`config.mk`:
```
export PLATFORM = sky130hd
export DESIGN_NAME = rs_en_latch_flat
export DESIGN_NICKNAME = d
export VERILOG_FILES = /design/src/rtl/rs_en_latch_if.sv /design/src/rtl/rs_en_latch.sv /design/src/flat_wrapper.sv
export SDC_FILE = /design/constraint.sdc
export NUM_CORES = 1
export LEC_CHECK = 0
export BUFFER_PORTS_ARGS = -buffer_cell sky130_fd_sc_hd__buf_2
export CORE_AREA = 2 2 39 41
export CTS_CLUSTER_SIZE = 12
export DETAILED_ROUTE_END_ITERATION = 8
export DIE_AREA = 0 0 41 43
export PLACE_DENSITY = 0.3
export SYNTH_ARGS = -nofsm -noshare
export SYNTH_HDL_FRONTEND = slang
export SYNTH_SLANG_ARGS = --single-unit
```
`constraint.sdc`:
```
create_clock -name clk -period 1.15 [get_ports clk]
set_clock_uncertainty 0.05 [all_clocks]
set_input_delay 0.23 -clock clk [delete_from_list [all_inputs] [get_ports clk]]
set_output_delay 0.23 -clock clk [all_outputs]
set_load 0.03 [all_outputs]
```
`src/rtl/rs_en_latch_if.sv`:
```
`default_nettype none
// ============================================================================
//  Module      : rs_en_latch_if
//  Description : Enable/set/reset request bundle and registered Q/Qn return
//                for the gated RS latch bank.
//  Revision    : 1.0  initial release
// ============================================================================
interface rs_en_latch_if #(
    parameter int WIDTH = 1
);
    logic             C;
    logic [WIDTH-1:0] S;
    logic [WIDTH-1:0] R;
    logic [WIDTH-1:0] Q;
    logic [WIDTH-1:0] Qn;

    modport master (
        output C,
        output S,
        output R,
        input  Q,
        input  Qn
    );

    modport slave (
        input  C,
        input  S,
        input  R,
        output Q,
        output Qn
    );
endinterface
`default_nettype wire

```
`src/rtl/rs_en_latch.sv`:
```
`default_nettype none
// ============================================================================
//  Module      : rs_en_latch
//  Description : Clock-sampled bank of enable-gated RS latches with registered
//                complementary outputs and reset-dominant forbidden-state exit.
//  Revision    : 1.0  initial release
// ============================================================================
module rs_en_latch #(
    parameter int WIDTH = 1
) (
    input  wire logic       clk,
    input  wire logic       rst,
    rs_en_latch_if.slave    bus
);

    typedef enum logic [1:0] {
        ST_CLR = 2'b00,
        ST_SET = 2'b01,
        ST_FBD = 2'b11
    } state_t;

    logic [WIDTH-1:0] w_q;
    logic [WIDTH-1:0] w_qn;

    generate
        for (genvar i = 0; i < WIDTH; i++) begin : g_bit
            state_t r_state;
            state_t w_state_nxt;
            logic   r_q;
            logic   r_qn;

            always_comb begin
                w_state_nxt = r_state;
                case (r_state)
                    // Leaving Q=Qn=1 always lands on a defined state; only an
                    // explicit set request wins over the reset-dominant default.
                    ST_FBD: begin
                        if (bus.C && bus.S[i] && bus.R[i])
                            w_state_nxt = ST_FBD;
                        else if (bus.C && bus.S[i])
                            w_state_nxt = ST_SET;
                        else
                            w_state_nxt = ST_CLR;
                    end
                    ST_CLR, ST_SET: begin
                        if (bus.C) begin
                            if (bus.S[i] && bus.R[i])
                                w_state_nxt = ST_FBD;
                            else if (bus.S[i])
                                w_state_nxt = ST_SET;
                            else if (bus.R[i])
                                w_state_nxt = ST_CLR;
                        end
                    end
                    default: w_state_nxt = ST_CLR;
                endcase
            end

            // Outputs are decoded from the next state so Q/Qn come straight off flops.
            always_ff @(posedge clk) begin
                if (rst) begin
                    r_state <= ST_CLR;
                    r_q     <= 1'b0;
                    r_qn    <= 1'b1;
                end else begin
                    r_state <= w_state_nxt;
                    r_q     <= (w_state_nxt != ST_CLR);
                    r_qn    <= (w_state_nxt != ST_SET);
                end
            end

            assign w_q[i]  = r_q;
            assign w_qn[i] = r_qn;
        end
    endgenerate

    assign bus.Q  = w_q;
    assign bus.Qn = w_qn;

endmodule
`default_nettype wire

```
`src/flat_wrapper.sv`:
```
// flat-port wrapper written by rule: the top's interface ports become plain ports
module rs_en_latch_flat 
#(
    parameter int WIDTH = 1
)
  (clk, rst, bus_C, bus_S, bus_R, bus_Q, bus_Qn);
  rs_en_latch_if #(.WIDTH(WIDTH)) bus_i ();
  input  wire logic clk;
  input  wire logic rst;
  input wire logic [$bits(bus_i.C)-1:0] bus_C;
  input wire logic [$bits(bus_i.S)-1:0] bus_S;
  input wire logic [$bits(bus_i.R)-1:0] bus_R;
  output wire logic [$bits(bus_i.Q)-1:0] bus_Q;
  output wire logic [$bits(bus_i.Qn)-1:0] bus_Qn;
  assign bus_i.C = bus_C;
  assign bus_i.S = bus_S;
  assign bus_i.R = bus_R;
  assign bus_Q = bus_i.Q;
  assign bus_Qn = bus_i.Qn;
  rs_en_latch #(.WIDTH(WIDTH)) u_core (.clk(clk), .rst(rst), .bus(bus_i));
endmodule
```
# Word-level counts from Yosys, hierarchy flattened
# Cells that the tools add are included.
# word_totals
regBits,4
out_inout_bits,2
# op_classes
eq_ne,3
n_mux,7
reduce_logical,6
# op_table
cell,n
2-bit 2-to-1 mux,5
2-bit case mux with 2 select lines,1
1-bit logical AND,3
"2-bit by 1-bit equality test with 1-bit output, second input constant",1
"2-bit equality test, second input constant",1
2-bit logical NOT,1
"2-bit by 1-bit != test with 1-bit output, second input constant",1
2-bit nonzero test,1
2-bit OR reduction,1
1-bit 2-to-1 mux,1

# Depth between registers and ports, before layout
# Gate-level depths: netlist of run 1.
# depth
ltp_word,6
ltp_mapped,3
mapped_depth_nobuf,3

# Worst setup path before layout of run 1
# Ideal clock, no wire load.
# synth_path
path_type,register to register
start,register u_core.g_bit[0].r_state[0]
end,register u_core.g_bit[0].r_qn (netlist: u_core.bus.Qn)
setup_time_ns,0.127
arrival_ns,0.797
required_time_ns,0.973
path_slack_ns,0.176
path_stages_with_launch,4
n_path_buf,0
synth_period_minus_slack_ns,0.974
path_cell_list,dfxtp_1 -> nor2b_2 -> a21oi_1 -> or3_1
# synth_via
elab_chain_cells,6
# synth_rtl
element,line_no,text
"start, declared",rs_en_latch.sv:27,state_t r_state;
"start signal, assigned",rs_en_latch.sv:66,r_state <= w_state_nxt;
2-bit 2-to-1 mux,rs_en_latch.sv:51,else if (bus.R[i])
2-bit 2-to-1 mux,rs_en_latch.sv:49,else if (bus.S[i])
2-bit 2-to-1 mux,rs_en_latch.sv:47,if (bus.S[i] && bus.R[i])
2-bit 2-to-1 mux,rs_en_latch.sv:46,if (bus.C) begin
2-bit case mux with 2 select lines (*),rs_en_latch.sv:34,case (r_state)
2-bit by 1-bit != test with 1-bit output (*),rs_en_latch.sv:68,r_qn <= (w_state_nxt != ST_SET);
"end signal, assigned",rs_en_latch.sv:68,
"end, declared",rs_en_latch.sv:30,logic r_qn;
# Mark *: on every way between the ends. The rest lies on a longest branch, timed or not.
# A chain may end at the register's enable or synchronous reset.

# Worst setup path in the final report of run 1
# Ends and elaborated chain as after synthesis.

==> impl_metrics.yaml, run 1 <==
pwr:
  ir_worst_vdd_v: 0.0004167
  powerDensity_nw_per_um2: 1708
  p_int_mw: 0.2793
  power_mw: 0.3632
  switching_power_mw: 0.08395
  seq_power_share: 0.410
  clkPwrFrac: 0.484
  swShare: 0.2311
  total_leakage_power_nw: 0.09109
  combPwrFrac: 0.105
cells_and_area:
  multi_input_area_um2: 60.06
  drive_above_1_share: 0.4167
  final_cells: 40
  regArea_um2: 80.08
  final_nets: 31
  post-route-util: 0.1537
  antenna_cells: 0
  fin_area_um2: 212.7
  synthToLayoutAreaGrowth_pct: 51.79
  n_fill_cell: 163
floorplan:
  rows: 14
  die_h_um: 43
  die_w_um: 41
  io_pins: 7
  dieArea_um2: 1763
  start_util: 0.1013
  coreArea_um2: 1384
yosys:
  yosysTopAreaCellShare: 0.5714
  synthSimpleGateAreaFrac: 0.2946
  syn-cell-area_um2: 140.1
  syn_inst: 15
  synth-xor-area-share: 0
  synthFlopType: "dfxtp_1"
  async_flop_share: 0
  yosys.area.top_type: "dfxtp_1"
  synth_fp_nets: 20
  synth_area_leaders: "dfxtp_1, a32oi_1, nor2b_2, nand2_1, nor2_1"
  synthMuxAreaShare: 0
  ys_seq_area_frac: 0.5714
  postSynthAreaPerCell_um2: 9.342
  synthAdderAreaFrac: 0
  synth_edf_count: 0
  yosys-top-cells-count: "dfxtp_1, nand2_1, nor2_1"
  yosys_warnings: 0
  synth_compound_area_frac: 0.1339
  synth_top_family_by_area: "simple AND/OR/NAND/NOR gates"
  ys_ff_latch: 4
  synth_cell_types: 10
  synth.most_common_cell: "dfxtp_1"
critical_path:
  cp.depth: 3
  worst-path-buf-inv: 0
  critical_path.top_delay_family: "simple AND/OR/NAND/NOR gates"
  path_class: "register to register"
  rr_worst_depth: 3
  end_kind: "register"
  slowest_stage: "or3_1"
  worst_ep_arrival_time_ns: 1.10
  critical_path_required_ns: 1.22
  worstPathCellList: "nand2b_1 > a21oi_1 > or3_1"
  cpPeakStageDelay_ns: 0.33
  start_kind: "register"
  cp_max_fo: 3
detailed_routing:
  vias: 134
  first_iter_violations: 5
  drc: 0
  antenna_left: 0
  via_per_inst: 3.350
  dr.pass1.iters: 3
  routed_wl_um: 307
  routedWlPerCell_um: 7.675
sta:
  fmax_mhz: 966.8
  finalHoldViolations: 0
  slew_viol_final: 0
  fin_crit_ns: 1.034
  timing.final.crit_share: 0.8994
  final.setup.tns_ns: 0
  slew_headroom: 0.8605
  layout_setup_ws_ns: 0.1157
  setup_violations: 0
  rsz0062_at_grt: "false"
  worst_pin_slew_ns: 0.2092
  hold_slack_ns: 0.1537
placement:
  placed_area_um2: 190.2
  placed_cells: 37
  portBuffers: 6
  gp_congestion: 0.5893
  dp_slack_ns: 0.1390
grt:
  grt_pass1_vias: 138
  overflow: 0
  grt.busiest_layer: "met3"
  grt_max_degree: 5
  use_met2: 0.04375
  met3_usage: 0.09424
  grt_pass1_wl_um: 572
  antenna_found_initial: 0
  use_met1: 0.06752
  track_usage: 0.05924
cts:
  cts_buffer_depth: 2
  cts_resized: 0
  clk_latency_ns: 0.23
  cts_tree: "done"
  post-cts-setup-buffers: 0
  cts-buffers-inserted: 3
  cts_hold_buf: 0
  cts_root_buffer: "clkbuf_4"
  cts_sinks: 4
  ctsHtreeMaxLevel: 1
  clk_pin_slew_ns: 0.04
hold_path:
  hold_path_depth: 2
  hold_path.class: "primary input to register"
flow_run:
  maxCapViolations: 0
run_status:
  status: "finished, final reports clean"
[state kept, by name, indices dropped and copies added (netlist names)]
register	cells
u_core.bus.Q	1
u_core.g_bit.r_state	2
u_core.bus.Qn	1
[cells by family after synthesis]
family / after synthesis
AO/OA/AOI/OAI: 3
flip-flops: 4
AND/OR/NAND/NOR: 8
[per-layer routing]
layer / up-vias / part of all wire
li1: 70 / -
met1: 54 / 0.46
met2: 10 / 0.27
met3: 0 / 0.26
met4: 0 / 0
met5: - / 0
[power groups by stage]
| stage | combinational (mW) | sequential [mW] | clock, mW |
|---|---|---|---|
| 2_1_floorplan | 0.0141 | 0.160 | 0 |
| 3_3_place_gp | 0.0384 | 0.151 | 0 |
| 3_5_place_dp | 0.0381 | 0.151 | 0 |
| 4_1_cts | 0.0381 | 0.149 | 0.186 |
| 5_1_grt | 0.0433 | 0.150 | 0.208 |
| 6_report | 0.0383 | 0.149 | 0.176 |
[worst register-to-register path, cell delays in order, from the launching register on]
cell      delay, ns
dfxtp_1        0.31
nand2b_1       0.15
a21oi_1        0.08
or3_1          0.33
[cell usage in the layout (no fill, tap or decap)]
cell type / n
buf_2: 6
dfxtp_1: 4
clkbuf_4: 3
nand2_1: 2
nor2_1: 2
nand2b_1: 1
nor2b_2: 1
a32oi_1: 1
a21oi_1: 1
o21ai_0: 1
or3_1: 1
nor3_1: 1
[cell type report]
type	instances	share of cell area
tap	16	0.09412
timing repair buffer	6	0.1412
clock buffer	3	0.1059
sequential	4	0.3765
multi-input combinational	11	0.2824
[final timing paths]
check / startpoint / end / slack (ns)
min: rst / u_core.g_bit[0].r_state[1] / 0.15
min reg2reg: u_core.g_bit[0].r_state[1] / u_core.g_bit[0].r_state[1] / 0.54
max reg2reg: u_core.g_bit[0].r_state[0] / u_core.bus.Qn / 0.12
max: u_core.g_bit[0].r_state[0] / u_core.bus.Qn / 0.12
Note: power is estimated with default switching activity, not from simulation.
==> run 2, diff against run 1 <==
--- a/config.mk
+++ b/config.mk
@@ -10,6 +10,7 @@
 export CTS_CLUSTER_SIZE = 12
 export DETAILED_ROUTE_END_ITERATION = 8
 export DIE_AREA = 0 0 41 43
+export GPL_ROUTABILITY_DRIVEN = 0
 export PLACE_DENSITY = 0.3
 export SYNTH_ARGS = -nofsm -noshare
 export SYNTH_HDL_FRONTEND = slang
==> constraint.sdc (replaced) <==
create_clock -name clk -period 1.3 [get_ports clk]
set_clock_uncertainty 0.05 [all_clocks]
set_input_delay 0.26 -clock clk [delete_from_list [all_inputs] [get_ports clk]]
set_output_delay 0.26 -clock clk [all_outputs]
set_load 0.03 [all_outputs]
==> run 2 against run 1 <==
Combinational power down 11%. Hold slack improved by 0.029 ns. Sequential cell count unchanged. Global-route usage down 0.71 points. Die area unchanged. Via count down 6.0%. Non-clock buffer count is the same. Power is 12% lower. First-iteration DRC count fell by 40%. Sequential share of layout area stayed put.
==> impl_metrics.yaml, run 2 (synthesis gave the netlist of run 1 again) <==
critical_path:
  rr_worst_depth: 3
  critical_path_required_ns: 1.36
  worst_ep_arrival_time_ns: 1.10
  r2r_end: "u_core.bus.Qn"
  regToRegStartpoint: "u_core.g_bit[0].r_state[0]"
  cp_max_fo: 3
  start_kind: "register"
  r2r_slack_ns: 0.26
  end_kind: "register"
  crit_start: "u_core.g_bit[0].r_state[0]"
  crit_path_end: "u_core.bus.Qn"
  path_class: "register to register"
pwr:
  total_leakage_power_nw: 0.09109
  powerDensity_nw_per_um2: 1495
  power_mw: 0.3180
  ir_worst_vdd_v: 0.0002605
cts:
  clk_pin_slew_ns: 0.04
  cts_resized: 0
  cts_root_buffer: "clkbuf_4"
  cts_sinks: 4
  cts_buffer_depth: 2
  cts-buffers-inserted: 3
  cts_hold_buf: 0
  cts_tree: "done"
  ctsHtreeMaxLevel: 1
  clk_latency_ns: 0.23
  post-cts-setup-buffers: 0
grt:
  antenna_found_initial: 0
  track_usage: 0.05216
  grt_pass1_vias: 124
  grt_max_degree: 5
  overflow: 0
  grt_pass1_wl_um: 524
floorplan:
  die_h_um: 43
  io_pins: 7
  rows: 14
  die_w_um: 41
  coreArea_um2: 1384
  start_util: 0.1013
  dieArea_um2: 1763
flow_run:
  maxCapViolations: 0
sta:
  hold_slack_ns: 0.1830
  fmax_mhz: 957.4
  slew_headroom: 0.8470
  fin_crit_ns: 1.044
  finalHoldViolations: 0
  slew_viol_final: 0
  rsz0062_at_grt: "false"
  final.setup.tns_ns: 0
  worst_pin_slew_ns: 0.2294
  setup_violations: 0
  timing.final.crit_share: 0.8034
detailed_routing:
  routed_wl_um: 302
  routedWlPerCell_um: 7.550
  vias: 126
  drc: 0
  antenna_left: 0
  via_per_inst: 3.150
  first_iter_violations: 3
  dr.pass1.iters: 2
cells_and_area:
  synthToLayoutAreaGrowth_pct: 51.79
  final_nets: 31
  regArea_um2: 80.08
  largest_reg_flops: 2
  multi_input_area_um2: 60.06
  n_fill_cell: 158
  largest_register: "u_core.g_bit.r_state"
  antenna_cells: 0
  layout_commonest_cell: "buf_2"
  fin_area_um2: 212.7
  drive_above_1_share: 0.4167
  final_cell_mix: "buf_2, dfxtp_1, clkbuf_4"
  post-route-util: 0.1537
run_status:
  status: "finished, final reports clean"
placement:
  portBuffers: 6
  placed_area_um2: 190.2
  hpwl_um: 233.1
hold_path:
  hold_path.class: "primary input to register"
[run 2: area by class of cell]
cell class	instances	share of cell area
flip-flops and latches	4	0.3765
multi-input cells	11	0.2824
repair buffers	6	0.1412
clock buffers	3	0.1059
well taps	16	0.09412
[run 2: metrics by stage]
| step | setup slack (ns) | cells |
|---|---|---|
| 6_report | 0.2556 | 40 |
| 5_1_grt | 0.1892 | 40 |
| 4_1_cts | 0.2541 | 40 |
| 3_5_place_dp | 0.2531 | 37 |
| 3_3_place_gp | 0.2647 | 37 |
| 2_1_floorplan | 0.3260 | 15 |
[run 2: how the worst min path moves through the flow]
stage | cells past startpoint | from | end | slack (ns)
after floorplan | 1 | rst | u_core.bus.Q | 0.28
after global placement | 2 | rst | u_core.g_bit[0].r_state[0] | 0.42
after detailed placement | 2 | rst | u_core.g_bit[0].r_state[0] | 0.42
after CTS | 2 | rst | u_core.bus.Q | 0.17
after global routing | 2 | rst | u_core.bus.Q | 0.18
final | 2 | rst | u_core.bus.Q | 0.18
[run 2: worst max-delay path, stage by stage (launching register included)]
cell and delay (ns):
dfxtp_1 0.30, nand2b_1 0.15, a21oi_1 0.07, or3_1 0.35
[run 2: power by group]
| part | switching, mW | total, mW | internal [mW] |
|---|---|---|---|
| clock network | 0.0491 | 0.152 | 0.103 |
| registers | 0.00166 | 0.132 | 0.130 |
| logic | 0.0204 | 0.0342 | 0.0138 |
| total | 0.0711 | 0.318 | 0.247 |
[run 2: layer usage]
layer	track usage	vias to the layer above	routed length, um
met5	0	-	0
met4	0.06000	0	0
met3	0.04712	0	45
met2	0.04063	7	91
met1	0.06731	49	165
li1	-	70	-
==> run 3, diff against run 2 <==
==> constraint.sdc (replaced) <==
create_clock -name clk -period 1 [get_ports clk]
set_clock_uncertainty 0.05 [all_clocks]
set_input_delay 0.2 -clock clk [delete_from_list [all_inputs] [get_ports clk]]
set_output_delay 0.2 -clock clk [all_outputs]
set_load 0.03 [all_outputs]
==> run 3 against run 2 <==
Non-clock buffer count grew 1. Largest power group unchanged. Setup slack lost 0.28 ns. Sequential cell count is the same. The run now ends with negative setup slack left.
==> impl_metrics.yaml, run 3 (synthesis gave the netlist of run 1 again) <==
run_status:
  status: "finished, violations left"
  violations: "negative setup slack"
detailed_routing:
  via_per_inst: 3.659
  wl_met1_um: 130
  vias: 150
  routedWlPerCell_um: 7.463
  first_iter_violations: 4
  dr.pass1.iters: 2
  highest_layer: "met4"
  antenna_left: 0
  drc: 0
  dr_wl_met2_um: 104
  routed_wl_um: 306
  wl_met3_um: 61
floorplan:
  io_pins: 7
  die_h_um: 43
  rows: 14
  start_util: 0.1013
  die_w_um: 41
  coreArea_um2: 1384
  dieArea_um2: 1763
sta:
  rsz0062_at_grt: "true"
  slew_headroom: 0.8535
  layout_setup_ws_ns: -0.02410
  worst_pin_slew_ns: 0.2197
  setup_violations: 1
  slew_viol_final: 0
  fmax_mhz: 976.5
  finalHoldViolations: 0
  fin_crit_ns: 1.024
  timing.final.crit_share: 1.024
critical_path:
  rr_worst_depth: 3
  slowest_stage: "or3_1"
  r2r_slack_ns: -0.02
  cpPeakStageDelay_ns: 0.35
  path_class: "register to register"
  worst_ep_arrival_time_ns: 1.08
  start_kind: "register"
  cp.depth: 3
  critical_path.top_delay_family: "simple AND/OR/NAND/NOR gates"
  end_kind: "register"
  critical_path_required_ns: 1.06
  worstPathCellList: "nor2b_4 > a21oi_1 > or3_1"
  worst-path-buf-inv: 0
  cp_max_fo: 3
cts:
  cts_buffer_depth: 2
  clk_pin_slew_ns: 0.04
  cts_sinks: 4
  ctsHtreeMaxLevel: 1
  cts_hold_buf: 0
  cts-buffers-inserted: 3
  clk_latency_ns: 0.23
  cts_root_buffer: "clkbuf_4"
  cts_tree: "done"
cells_and_area:
  largest_reg_flops: 2
  drive_above_1_share: 0.5600
  largest_register: "u_core.g_bit.r_state"
  final_nets: 32
  final_cell_mix: "clkbuf_4, buf_2"
  synthToLayoutAreaGrowth_pct: 71.43
  post-route-util: 0.1736
  fin_area_um2: 240.2
  n_fill_cell: 157
  antenna_cells: 0
pwr:
  power_mw: 0.4232
  combPwrFrac: 0.121
  swShare: 0.2226
  p_int_mw: 0.3290
  total_leakage_power_nw: 0.1016
  ir_worst_vdd_v: 0.0004484
  powerDensity_nw_per_um2: 1762
  clkPwrFrac: 0.468
  switching_power_mw: 0.09422
  seq_power_share: 0.410
hold_path:
  hold_path_depth: 2
  hold_path.class: "primary input to register"
grt:
  overflow: 0
  grt_pass1_vias: 145
  track_usage: 0.05723
  grt_pass1_wl_um: 545
  grt_max_degree: 5
  antenna_found_initial: 0
placement:
  placed_area_um2: 197.7
  portBuffers: 6
flow_run:
  maxCapViolations: 0
==> run 3: cell types whose count changed in the layout (fill, tap and decap cells not counted), sizes merged <==
| cell | delta |
|---|---|
| clkbuf | +1 |
==> run 3: layer usage <==
| layer | track usage | vias to the layer above |
|---|---|---|
| met4 | 0.06000 | 0 |
| met3 | 0.08377 | 2 |
| li1 | - | 73 |
| met1 | 0.04502 | 66 |
| met2 | 0.05625 | 9 |
| met5 | 0 | - |
==> run 3: metrics by stage <==
stage | hold WS, ns | setup slack, ns | TNS (ns) | std cells
final | 0.1092 | -0.02410 | -0.02410 | 41
after global routing | 0.09949 | -0.07240 | -0.07240 | 41
after CTS | 0.09692 | -0.03102 | -0.03102 | 41
after detailed placement | 0.3563 | -0.04475 | -0.04475 | 38
after global placement | 0.3618 | -0.04146 | -0.04146 | 38
after floorplan | 0.2224 | 0.02602 | 0 | 15
==> run 3: repair_timing <==
item	CTS	global route
setup endpoints to repair	1	3
setup buffers	0	0
resized for setup	4	3
==> run 3: cell type report <==
type	instances	area, um^2	area share
Sequential cell	4	82.58	0.3438
Timing Repair Buffer	7	42.54	0.1771
Tap cell	16	20.02	0.08333
Clock buffer	3	22.52	0.09375
Multi-Input combinational cell	11	72.57	0.3021
==> run 3: power by group through the flow <==
| stage | Clock [mW] | Combinational [mW] | Sequential (mW) |
|---|---|---|---|
| 2_1_floorplan | 0 | 0.0162 | 0.183 |
| 3_3_place_gp | 0 | 0.0452 | 0.174 |
| 3_5_place_dp | 0 | 0.0456 | 0.174 |
| 4_1_cts | 0.212 | 0.0495 | 0.174 |
| 5_1_grt | 0.233 | 0.0570 | 0.174 |
| 6_report | 0.198 | 0.0514 | 0.174 |
==> run 3: worst paths after layout <==
kind	start	endpoint
setup / recovery	u_core.g_bit[0].r_state[0]	u_core.bus.Qn
hold / removal	rst	u_core.g_bit[0].r_state[0]
setup reg to reg	u_core.g_bit[0].r_state[0]	u_core.bus.Qn
hold reg to reg	u_core.g_bit[0].r_state[1]	u_core.g_bit[0].r_state[0]
